<file path="src/rtl/seq_det_pkg.sv">
// seq_det_pkg: shared constants, length type and mask helper for the programmable sequence detector.
package seq_det_pkg;
  localparam int MAX_LEN_DEF = 16;
  localparam logic [MAX_LEN_DEF-1:0] DEFAULT_PATTERN = 16'h0EDB;
  localparam int DEFAULT_LEN = 12;
  typedef logic [$clog2(MAX_LEN_DEF+1)-1:0] len_t;
  function automatic logic [MAX_LEN_DEF-1:0] len_mask(len_t len);
    logic [MAX_LEN_DEF-1:0] m;
    m = '0;
    for (int i = 0; i < MAX_LEN_DEF; i++) m[i] = (i < int'(len));
    return m;
  endfunction
endpackage

</file>
<file path="src/rtl/seq_match.sv">
// seq_match: combinational masked pattern compare qualified by fill level.
//   hist_i/x_i     : stored history and incoming bit
//   valid_i        : bit is accepted this cycle
//   pattern_i/len_i: active pattern and (clamped) length
//   fill_i         : accepted bits since last clear
//   match_o        : completing bit matches the pattern
module seq_match #(
  parameter int MAX_LEN = 16,
  parameter int LW = $clog2(MAX_LEN + 1)
) (
  input  logic [MAX_LEN-1:0] hist_i,
  input  logic               x_i,
  input  logic               valid_i,
  input  logic [MAX_LEN-1:0] pattern_i,
  input  logic [LW-1:0]      len_i,
  input  logic [LW-1:0]      fill_i,
  output logic               match_o
);
  logic [MAX_LEN-1:0] mask;
  logic [MAX_LEN-1:0] cand;
  always_comb begin
    mask = '0;
    for (int i = 0; i < MAX_LEN; i++) mask[i] = (i < int'(len_i));
  end
  assign cand = {hist_i[MAX_LEN-2:0], x_i};
  // len 0 disables detection; also keeps len_i-1 from wrapping
  assign match_o = valid_i && (len_i != '0) && (((cand ^ pattern_i) & mask) == '0)
                   && (fill_i >= len_i - LW'(1));
endmodule

</file>
<file path="src/rtl/seq_detector_prog.sv">
// seq_detector_prog: runtime-programmable serial pattern detector with saturating hit counter.
//   reset          : async active-low
//   cfg_*_i        : pattern / length / overlap load, applied when cfg_we_i
//   x_valid_i, x_i : qualified serial input
//   cnt_clr_i      : clears the detection counter
//   det_o          : one-cycle detection pulse, one clock after the completing bit
//   det_cnt_o      : saturating detection count
//   cfg_len_o      : clamped length in use
module seq_detector_prog
  import seq_det_pkg::*;
#(
  parameter int MAX_LEN = MAX_LEN_DEF,
  parameter int CNT_W = 8,
  parameter logic [MAX_LEN-1:0] DEF_PATTERN = MAX_LEN'(DEFAULT_PATTERN),
  parameter int DEF_LEN = DEFAULT_LEN,
  parameter bit DEFAULT_OVERLAP = 1'b1,
  parameter int LW = $clog2(MAX_LEN + 1)
) (
  input  logic               clk,
  input  logic               reset,
  input  logic               cfg_we_i,
  input  logic [MAX_LEN-1:0] cfg_pattern_i,
  input  logic [LW-1:0]      cfg_len_i,
  input  logic               cfg_overlap_i,
  input  logic               x_valid_i,
  input  logic               x_i,
  input  logic               cnt_clr_i,
  output logic               det_o,
  output logic [CNT_W-1:0]   det_cnt_o,
  output logic [LW-1:0]      cfg_len_o
);
  logic [MAX_LEN-1:0] hist_q, hist_d, pat_q, pat_d;
  logic [LW-1:0]      fill_q, fill_d, len_q, len_d;
  logic               ovl_q, ovl_d, det_q, det_d;
  logic [CNT_W-1:0]   cnt_q, cnt_d;
  logic               accept, match;
  // a config load takes priority over the data strobe in the same cycle
  assign accept = x_valid_i & ~cfg_we_i;
  seq_match #(.MAX_LEN(MAX_LEN), .LW(LW)) u_match (
    .hist_i   (hist_q),
    .x_i      (x_i),
    .valid_i  (accept),
    .pattern_i(pat_q),
    .len_i    (len_q),
    .fill_i   (fill_q),
    .match_o  (match)
  );
  always_comb begin
    pat_d  = cfg_we_i ? cfg_pattern_i : pat_q;
    len_d  = !cfg_we_i ? len_q : (cfg_len_i > LW'(MAX_LEN)) ? LW'(MAX_LEN) : cfg_len_i;
    ovl_d  = cfg_we_i ? cfg_overlap_i : ovl_q;
    hist_d = cfg_we_i ? '0 : accept ? {hist_q[MAX_LEN-2:0], x_i} : hist_q;
    fill_d = cfg_we_i ? '0 :
             !accept ? fill_q :
             (match && !ovl_q) ? '0 :
             (fill_q < len_q) ? fill_q + LW'(1) : fill_q;
    det_d  = match;
    cnt_d  = cnt_clr_i ? CNT_W'(match) :
             (match && cnt_q != '1) ? cnt_q + CNT_W'(1) : cnt_q;
  end
  always_ff @(posedge clk or negedge reset) begin
    if (!reset) begin
      hist_q <= '0;
      fill_q <= '0;
      pat_q  <= DEF_PATTERN;
      len_q  <= LW'(DEF_LEN);
      ovl_q  <= DEFAULT_OVERLAP;
      det_q  <= 1'b0;
      cnt_q  <= '0;
    end else begin
      hist_q <= hist_d;
      fill_q <= fill_d;
      pat_q  <= pat_d;
      len_q  <= len_d;
      ovl_q  <= ovl_d;
      det_q  <= det_d;
      cnt_q  <= cnt_d;
    end
  end
  assign det_o     = det_q;
  assign det_cnt_o = cnt_q;
  assign cfg_len_o = len_q;
endmodule
</file>
<file path="config.mk">
export PLATFORM = sky130hd
export DESIGN_NAME = seq_detector_prog
export DESIGN_NICKNAME = d
export VERILOG_FILES = /design/src/rtl/seq_det_pkg.sv /design/src/rtl/seq_match.sv /design/src/rtl/seq_detector_prog.sv
export SDC_FILE = /design/constraint.sdc
export NUM_CORES = 1
export LEC_CHECK = 0
export BUFFER_PORTS_ARGS = -buffer_cell sky130_fd_sc_hd__buf_2
export CAP_MARGIN = 20
export CORE_AREA = 2 2 53 104
export DETAILED_ROUTE_END_ITERATION = 10
export DIE_AREA = 0 0 55 106
export HOLD_SLACK_MARGIN = 0.02
export PLACE_DENSITY_LB_ADDON = 0.12
export SLEW_MARGIN = 20
export SYNTH_ARGS = -nofsm -noshare
export SYNTH_HDL_FRONTEND = slang
export SYNTH_SLANG_ARGS = --single-unit
</file>
<file path="constraint.sdc">
create_clock -name clk -period 3.4 [get_ports clk]
set_input_delay 0.68 -clock clk [delete_from_list [all_inputs] [get_ports clk]]
set_output_delay 0.68 -clock clk [all_outputs]
set_load 0.01 [all_outputs]
</file>
# ---- After elaboration in Yosys (flattened, before gate mapping)
# Cells that the tools add are included.
dict set report word_totals {
  elab_cells 55
  register_bits 51
  in_bits 28
}
dict set report classes {
  bitwise_logic 4
  n_lt_le_gt_ge 19
  mux 9
  n_reduce_logical 12
  n_addsub 3
  n_eq_ne 1
}
# cell count
set op_table {}
lappend op_table {{4-bit by 5-bit less-than comparator with 1-bit output (first input constant)} 8}
lappend op_table {{15-bit two-way mux} 2}
lappend op_table {{5-bit two-way mux} 5}
lappend op_table {{3-bit by 5-bit less-than comparator with 1-bit output (first input constant)} 4}
lappend op_table {{16-bit AND} 1}
lappend op_table {{16-bit zero test} 1}
lappend op_table {{8-bit two-way mux} 2}
lappend op_table {{16-bit XOR} 1}
lappend op_table {{1-bit by 5-bit less-than comparator with 1-bit output (first input constant)} 2}
lappend op_table {{2-bit by 5-bit less-than comparator with 1-bit output (first input constant)} 2}
lappend op_table {{8-bit by 1-bit adder with 8-bit output (second input constant)} 1}
lappend op_table {{8-bit != test (second input constant)} 1}
lappend op_table {{5-bit by 1-bit adder with 5-bit output (second input constant)} 1}
lappend op_table {{5-bit greater-or-equal comparator} 1}
lappend op_table {{5-bit > comparator (second input constant)} 1}
lappend op_table {{1-bit logical AND} 5}
lappend op_table {{5-bit less-than comparator} 1}
lappend op_table {{5-bit nonzero test} 1}
lappend op_table {{5-bit by 1-bit subtractor with 5-bit output (second input constant)} 1}
lappend op_table {{2-bit nonzero test} 2}
lappend op_table {{3-bit nonzero test} 1}
lappend op_table {{2-bit AND reduction} 1}
lappend op_table {{1-bit AND} 1}
lappend op_table {{1-bit zero test} 1}
lappend op_table {{1-bit NOT} 1}

# ---- Depth between registers and ports, before layout
dict set report logic_depth {
  word_depth 9
  depth_mapped 10
  ltp_nobuf 10
}

# ---- By module
# A second synthesis with hierarchy kept.
dict set report unflattened {
  hier_cells 275
  hier_area_um2 2850.2
}
# mod cells_per_inst area_each_um2 n_inst
set modules_own_cells {}
lappend modules_own_cells {seq_detector_prog 194 2275.9 1}
lappend modules_own_cells {seq_match 81 574.3 1}

# ---- Least setup slack after synthesis
# Ideal clock, no wire load.
dict set report synth_timing {
  kind {flip-flop to flip-flop}
  startpoint {register len_q[0] (netlist: cfg_len_o[0])}
  endpoint {register fill_q[4]}
  stages_incl_launch_ff 10
  n_path_buf 0
  arrival_ps 2238
  slack_ps 1038
  cell_sequence {dfrtp_1 > inv_1 > ha_1 > ha_1 > a21o_1 > a21oi_1 > o21a_1 > nor3_2 > nor4_1 > a211o_1}
}
dict set report synth_via {
  elab_chain_cells 9
  elab_cells_between_ends 31
  cone_classes {add/sub: 1; order compare: 18; mux: 3; bitwise: 1; reduce/logical: 8}
}
# element line
set synth_lines {}
lappend synth_lines {{start, declared} seq_detector_prog.sv:33} ;# logic [LW-1:0] fill_q, fill_d, len_q, len_d;
lappend synth_lines {{start signal, assigned} seq_detector_prog.sv:66} ;# len_q <= LW'(DEF_LEN);
lappend synth_lines {{start signal, assigned} seq_detector_prog.sv:74} ;# len_q <= len_d;
lappend synth_lines {{branches (longest 9 deep; another with 5-bit by 1-bit subtractor with 5-bit output)} n/a}
lappend synth_lines {{end signal, assigned} seq_detector_prog.sv:72} ;# fill_q <= fill_d;
lappend synth_lines {{end, declared} seq_detector_prog.sv:33}
# Parallel ways; which one is timed is not known. The select of a mux whose other input is x is not followed.
# A chain may end at the register's enable or synchronous reset.

# ---- Final worst setup path
dict set report layout_timing {
  startpoint {register len_q[0] (netlist: cfg_len_o[0])}
  endpoint {register cnt_q[2] (netlist: det_cnt_o[2])}
}
dict set report layout_via {
  elab_chain_cells 7
  elab_cells_between_ends 26
  cone_classes {add/sub: 1; order compare: 17; bitwise: 1; reduce/logical: 7}
}
# element line
set layout_lines {}
lappend layout_lines {{branches (longest 4 deep; another with 5-bit by 1-bit subtractor with 5-bit output)} n/a}
lappend layout_lines {{1-bit logical AND *} seq_match.sv:28} ;# && (fill_i >= len_i - LW'(1));
lappend layout_lines {{1-bit logical AND *} seq_detector_prog.sv:59} ;# (match && cnt_q != '1) ? cnt_q + CNT_W'(1) : cnt_q;
lappend layout_lines {{2-bit nonzero test (no source line) *} n/a}
lappend layout_lines {{end signal, assigned} seq_detector_prog.sv:77} ;# cnt_q <= cnt_d;
lappend layout_lines {{end, declared} seq_detector_prog.sv:35} ;# logic [CNT_W-1:0] cnt_q, cnt_d;
# Mark *: on every way between the ends.

==> flow_results.xml <==
<?xml version="1.0" encoding="UTF-8"?>
<metrics>
  <group name="cts">
    <metric name="numCtsBuffers" unit="">5</metric>
    <metric name="tritoncts" unit="">yes</metric>
    <metric name="path_clk_slew" unit="ns">0.09</metric>
    <metric name="cts.root.buffer_cell" unit="">sky130_fd_sc_hd__clkbuf_8</metric>
    <metric name="cts_buffer_depth" unit="">2</metric>
    <metric name="cts_htree_levels" unit="">2</metric>
    <metric name="number_of_gates_resized_after_cts" unit="">0</metric>
    <metric name="clkSinkCount" unit="">51</metric>
    <metric name="worstSkewPairLatency" unit="ns">0.30</metric>
    <metric name="post-cts-setup-buffers" unit="">0</metric>
    <metric name="cts_hold_repair.buffers" unit="">0</metric>
  </group>
  <group name="timing">
    <metric name="final_critical_path_setup_slack" unit="ns">0.699</metric>
    <metric name="final.setup.tns" unit="ns">0</metric>
    <metric name="max-slew-margin-rel" unit="%">60.9</metric>
    <metric name="finalClockSkew" unit="ns">0.00570</metric>
    <metric name="rsz0062_at_grt" unit="">false</metric>
    <metric name="final.hold.worst_slack" unit="ns">0.364</metric>
    <metric name="finalHoldViolCount" unit="">0</metric>
    <metric name="achievable-frequency" unit="GHz">0.370</metric>
    <metric name="drv_slew" unit="">0</metric>
    <metric name="timing.final.setup_violations" unit="">0</metric>
    <metric name="tightestPinTransition" unit="ns">0.586</metric>
    <metric name="final_min_period" unit="ns">2.70</metric>
    <metric name="finalCritPeriodShare" unit="%">79.5</metric>
  </group>
  <group name="global_route">
    <metric name="global_route.usage.met1" unit="%">27.2</metric>
    <metric name="vias_in_the_first_global_route" unit="">2146</metric>
    <metric name="global_route_wire_length_before_repair" unit="mm">9.99</metric>
    <metric name="grt_start_max_net_pins" unit="">49</metric>
    <metric name="top_usage_layer" unit="">met2</metric>
    <metric name="grt.total_usage" unit="%">23.4</metric>
    <metric name="grt_remaining_overflow" unit="">0</metric>
    <metric name="grt_use_met3" unit="%">3.37</metric>
    <metric name="grt_antenna_before_repair" unit="">0</metric>
    <metric name="use_met2" unit="%">40.3</metric>
  </group>
  <group name="placement">
    <metric name="gp_congestion" unit="">0.875</metric>
    <metric name="dp.cells" unit="">362</metric>
    <metric name="dp.final_hpwl" unit="mm">4.66</metric>
    <metric name="place_ws" unit="ns">0.702</metric>
    <metric name="portBuffers" unit="">41</metric>
  </group>
  <group name="logic_synthesis">
    <metric name="synth_sequential_area_ratio" unit="%">44.0</metric>
    <metric name="synth-warning-count" unit="">0</metric>
    <metric name="synthesis.nets" unit="">314</metric>
    <metric name="yosys.cell_count.top_type" unit="">sky130_fd_sc_hd__dfrtp_1</metric>
    <metric name="synth-edff-count" unit="">0</metric>
    <metric name="synth-seq-cells" unit="">51</metric>
    <metric name="synth_largest_area_cell" unit="">sky130_fd_sc_hd__dfrtp_1</metric>
    <metric name="cell_types_with_the_highest_counts_after_synthesis" unit="">39 x sky130_fd_sc_hd__dfrtp_1, 24 x sky130_fd_sc_hd__nor2_1, 18 x sky130_fd_sc_hd__mux2_2</metric>
    <metric name="synth_cell_type_count" unit="">50</metric>
    <metric name="synthesis.instances" unit="">271</metric>
    <metric name="synth.cell_area" unit="sq mm">0.00293</metric>
    <metric name="synth_async_sr_flop_share" unit="%">100</metric>
    <metric name="synth_top_area_share" unit="%">33.3</metric>
    <metric name="synth_top_cells_by_area" unit="">sky130_fd_sc_hd__dfrtp_1 33%, sky130_fd_sc_hd__dfstp_2 11%, sky130_fd_sc_hd__mux2_2 6.9%</metric>
    <metric name="synth.avg_cell_area" unit="sq um">10.8</metric>
    <metric name="synth_flop_cell" unit="">sky130_fd_sc_hd__dfrtp_1</metric>
  </group>
  <group name="cells_and_area">
    <metric name="multi_input_comb_area" unit="sq mm">0.00154</metric>
    <metric name="drive_gt1_share" unit="%">29.8</metric>
    <metric name="design.final.nets" unit="">354</metric>
    <metric name="instances_no_fill" unit="">370</metric>
    <metric name="insertedDiodeCount" unit="">0</metric>
    <metric name="area.sequential" unit="sq mm">0.00129</metric>
    <metric name="final.fill_count" unit="">438</metric>
    <metric name="synthToLayoutAreaGrowth" unit="%">11.3</metric>
    <metric name="layout.core_utilization" unit="%">64.1</metric>
  </group>
  <group name="detailed_routing">
    <metric name="drtAntennaViolNets" unit="">0</metric>
    <metric name="drtIter0Drc" unit="">65</metric>
    <metric name="drcViolationCount" unit="">0</metric>
    <metric name="routed_via_density" unit="">5.81</metric>
    <metric name="vias" unit="">2151</metric>
    <metric name="routedWlPerCell" unit="um">16.6</metric>
    <metric name="drtPass1Iterations" unit="">4</metric>
    <metric name="drt-total-wl" unit="mm">6.13</metric>
  </group>
  <group name="floorplanning">
    <metric name="fp.dieArea" unit="sq mm">0.00583</metric>
    <metric name="num_io_pins" unit="">42</metric>
    <metric name="die_x" unit="um">55</metric>
    <metric name="floorplan.initialDensity" unit="%">57.6</metric>
    <metric name="die_height" unit="um">106</metric>
    <metric name="placement_rows" unit="">37</metric>
    <metric name="design.core.area" unit="sq mm">0.00509</metric>
  </group>
  <group name="pwr">
    <metric name="total_leakage_power" unit="nW">1.54</metric>
    <metric name="power_per_cell_area" unit="mW/mm^2">393</metric>
    <metric name="ir_worst_vdd" unit="mV">0.345</metric>
  </group>
  <group name="worst_setup_path">
    <metric name="arrival_time_at_the_worst_endpoint" unit="ns">2.89</metric>
    <metric name="crit_start" unit="">cfg_len_o[0]</metric>
    <metric name="crit_path_start_kind" unit="">flip-flop</metric>
    <metric name="worst_r2r_start" unit="">cfg_len_o[0]</metric>
    <metric name="critPathMaxFanout" unit="">10</metric>
    <metric name="type_of_the_worst_setup_path" unit="">reg2reg</metric>
    <metric name="worst-endpoint-required" unit="ns">3.59</metric>
    <metric name="cp-end-kind" unit="">flip-flop</metric>
  </group>
  <group name="run_status">
    <metric name="outcome" unit="">finished, final reports clean</metric>
  </group>
  <group name="run">
    <metric name="number_of_violations_of_the_max_capacitance_limit" unit="">0</metric>
  </group>
  <group name="worst_hold_path">
    <metric name="hold_class" unit="">in2async</metric>
  </group>
</metrics>
==> stage by stage <==
| step | power (mW) | area [sq um] |
|---|---|---|
| floorplan | 0.861 | 2930 |
| global placement | 0.934 | 3170 |
| detailed placement | 0.938 | 3170 |
| CTS | 1.29 | 3260 |
| global route | 1.35 | 3260 |
| finish | 1.28 | 3260 |
==> state kept, by name (all words and copies together), names as in the netlist <==
| signal | cells |
|---|---|
| hist_q | 15 |
| fill_q | 5 |
| det_cnt_o | 8 |
| cfg_len_o | 5 |
| det_o | 1 |
| ovl_q | 1 |
| pat_q | 16 |
==> final timing paths <==
check / end / slack (ns) / cells after the start
hold / removal: cfg_len_o[4] / 0.36 / 1
setup reg to reg: det_cnt_o[2] / 0.70 / 9
hold reg to reg: pat_q[2] / 0.54 / 1
setup / recovery: det_cnt_o[2] / 0.70 / 9
min in group clk: pat_q[2] / 0.54 / 1
max in group asynchronous: pat_q[7] / 2.45 / 2
==> worst max-delay path, cell delays in order, from the launching register on <==
cell	delay, ns
sky130_fd_sc_hd__dfrtp_1	0.59
sky130_fd_sc_hd__inv_1	0.21
sky130_fd_sc_hd__ha_1	0.35
sky130_fd_sc_hd__ha_1	0.27
sky130_fd_sc_hd__a21o_1	0.15
sky130_fd_sc_hd__a21oi_1	0.18
sky130_fd_sc_hd__o21a_1	0.31
sky130_fd_sc_hd__nor2_4	0.11
sky130_fd_sc_hd__nand3_1	0.10
sky130_fd_sc_hd__mux2_1	0.33
==> cell families (layout without fill, tap and decap cells) <==
family	count (synthesis)	count (layout)	share of synthesized area [%]
AO/OA/AOI/OAI	43	43	9.90
XOR/XNOR	21	21	6.27
adder cells (fa/ha/maj)	15	15	6.40
buffers and inverters	21	62	3.46
flip-flops	51	51	44.0
multiplexers	39	39	14.2
AND/OR/NAND/NOR	81	81	15.7
==> final cells by class <==
type | instances | share of cell area (%)
Clock buffer | 7 | 2.65
Clock inverter | 1 | 0.153
Inverter | 10 | 1.15
Multi-Input combinational cell | 199 | 47.2
Sequential cell | 51 | 39.6
Tap cell | 58 | 2.22
Timing Repair Buffer | 44 | 7.06
==> cell usage in the layout (no fill, tap or decap), drive strengths merged, types with 2 or more instances in the layout <==
cell / instances
buf: 44
dfrtp: 39
nor2: 26
mux2: 22
xnor2: 17
mux2i: 17
ha: 15
nand2: 13
dfstp: 12
a21oi: 11
inv: 10
nand3: 9
nor3: 9
clkbuf: 7
o21ai: 7
and3: 6
nor2b: 5
a211oi: 4
xor2: 4
o22ai: 4
nand2b: 3
nor4: 3
nand4: 3
a21o: 2
o21a: 2
o211ai: 2
a311oi: 2
a41o: 2
==> routing by layer <==
layer	vias to the layer above	wire (um)
li1	1045	-
met1	1028	2290
met2	62	3430
met3	16	223
met4	0	180
met5	-	0
==> power by group <==
group          internal [mW]  switching [mW]
logic                  0.111           0.127
registers              0.647          0.0404
clock network          0.165           0.193
Power figures use the tool's default switching activity.
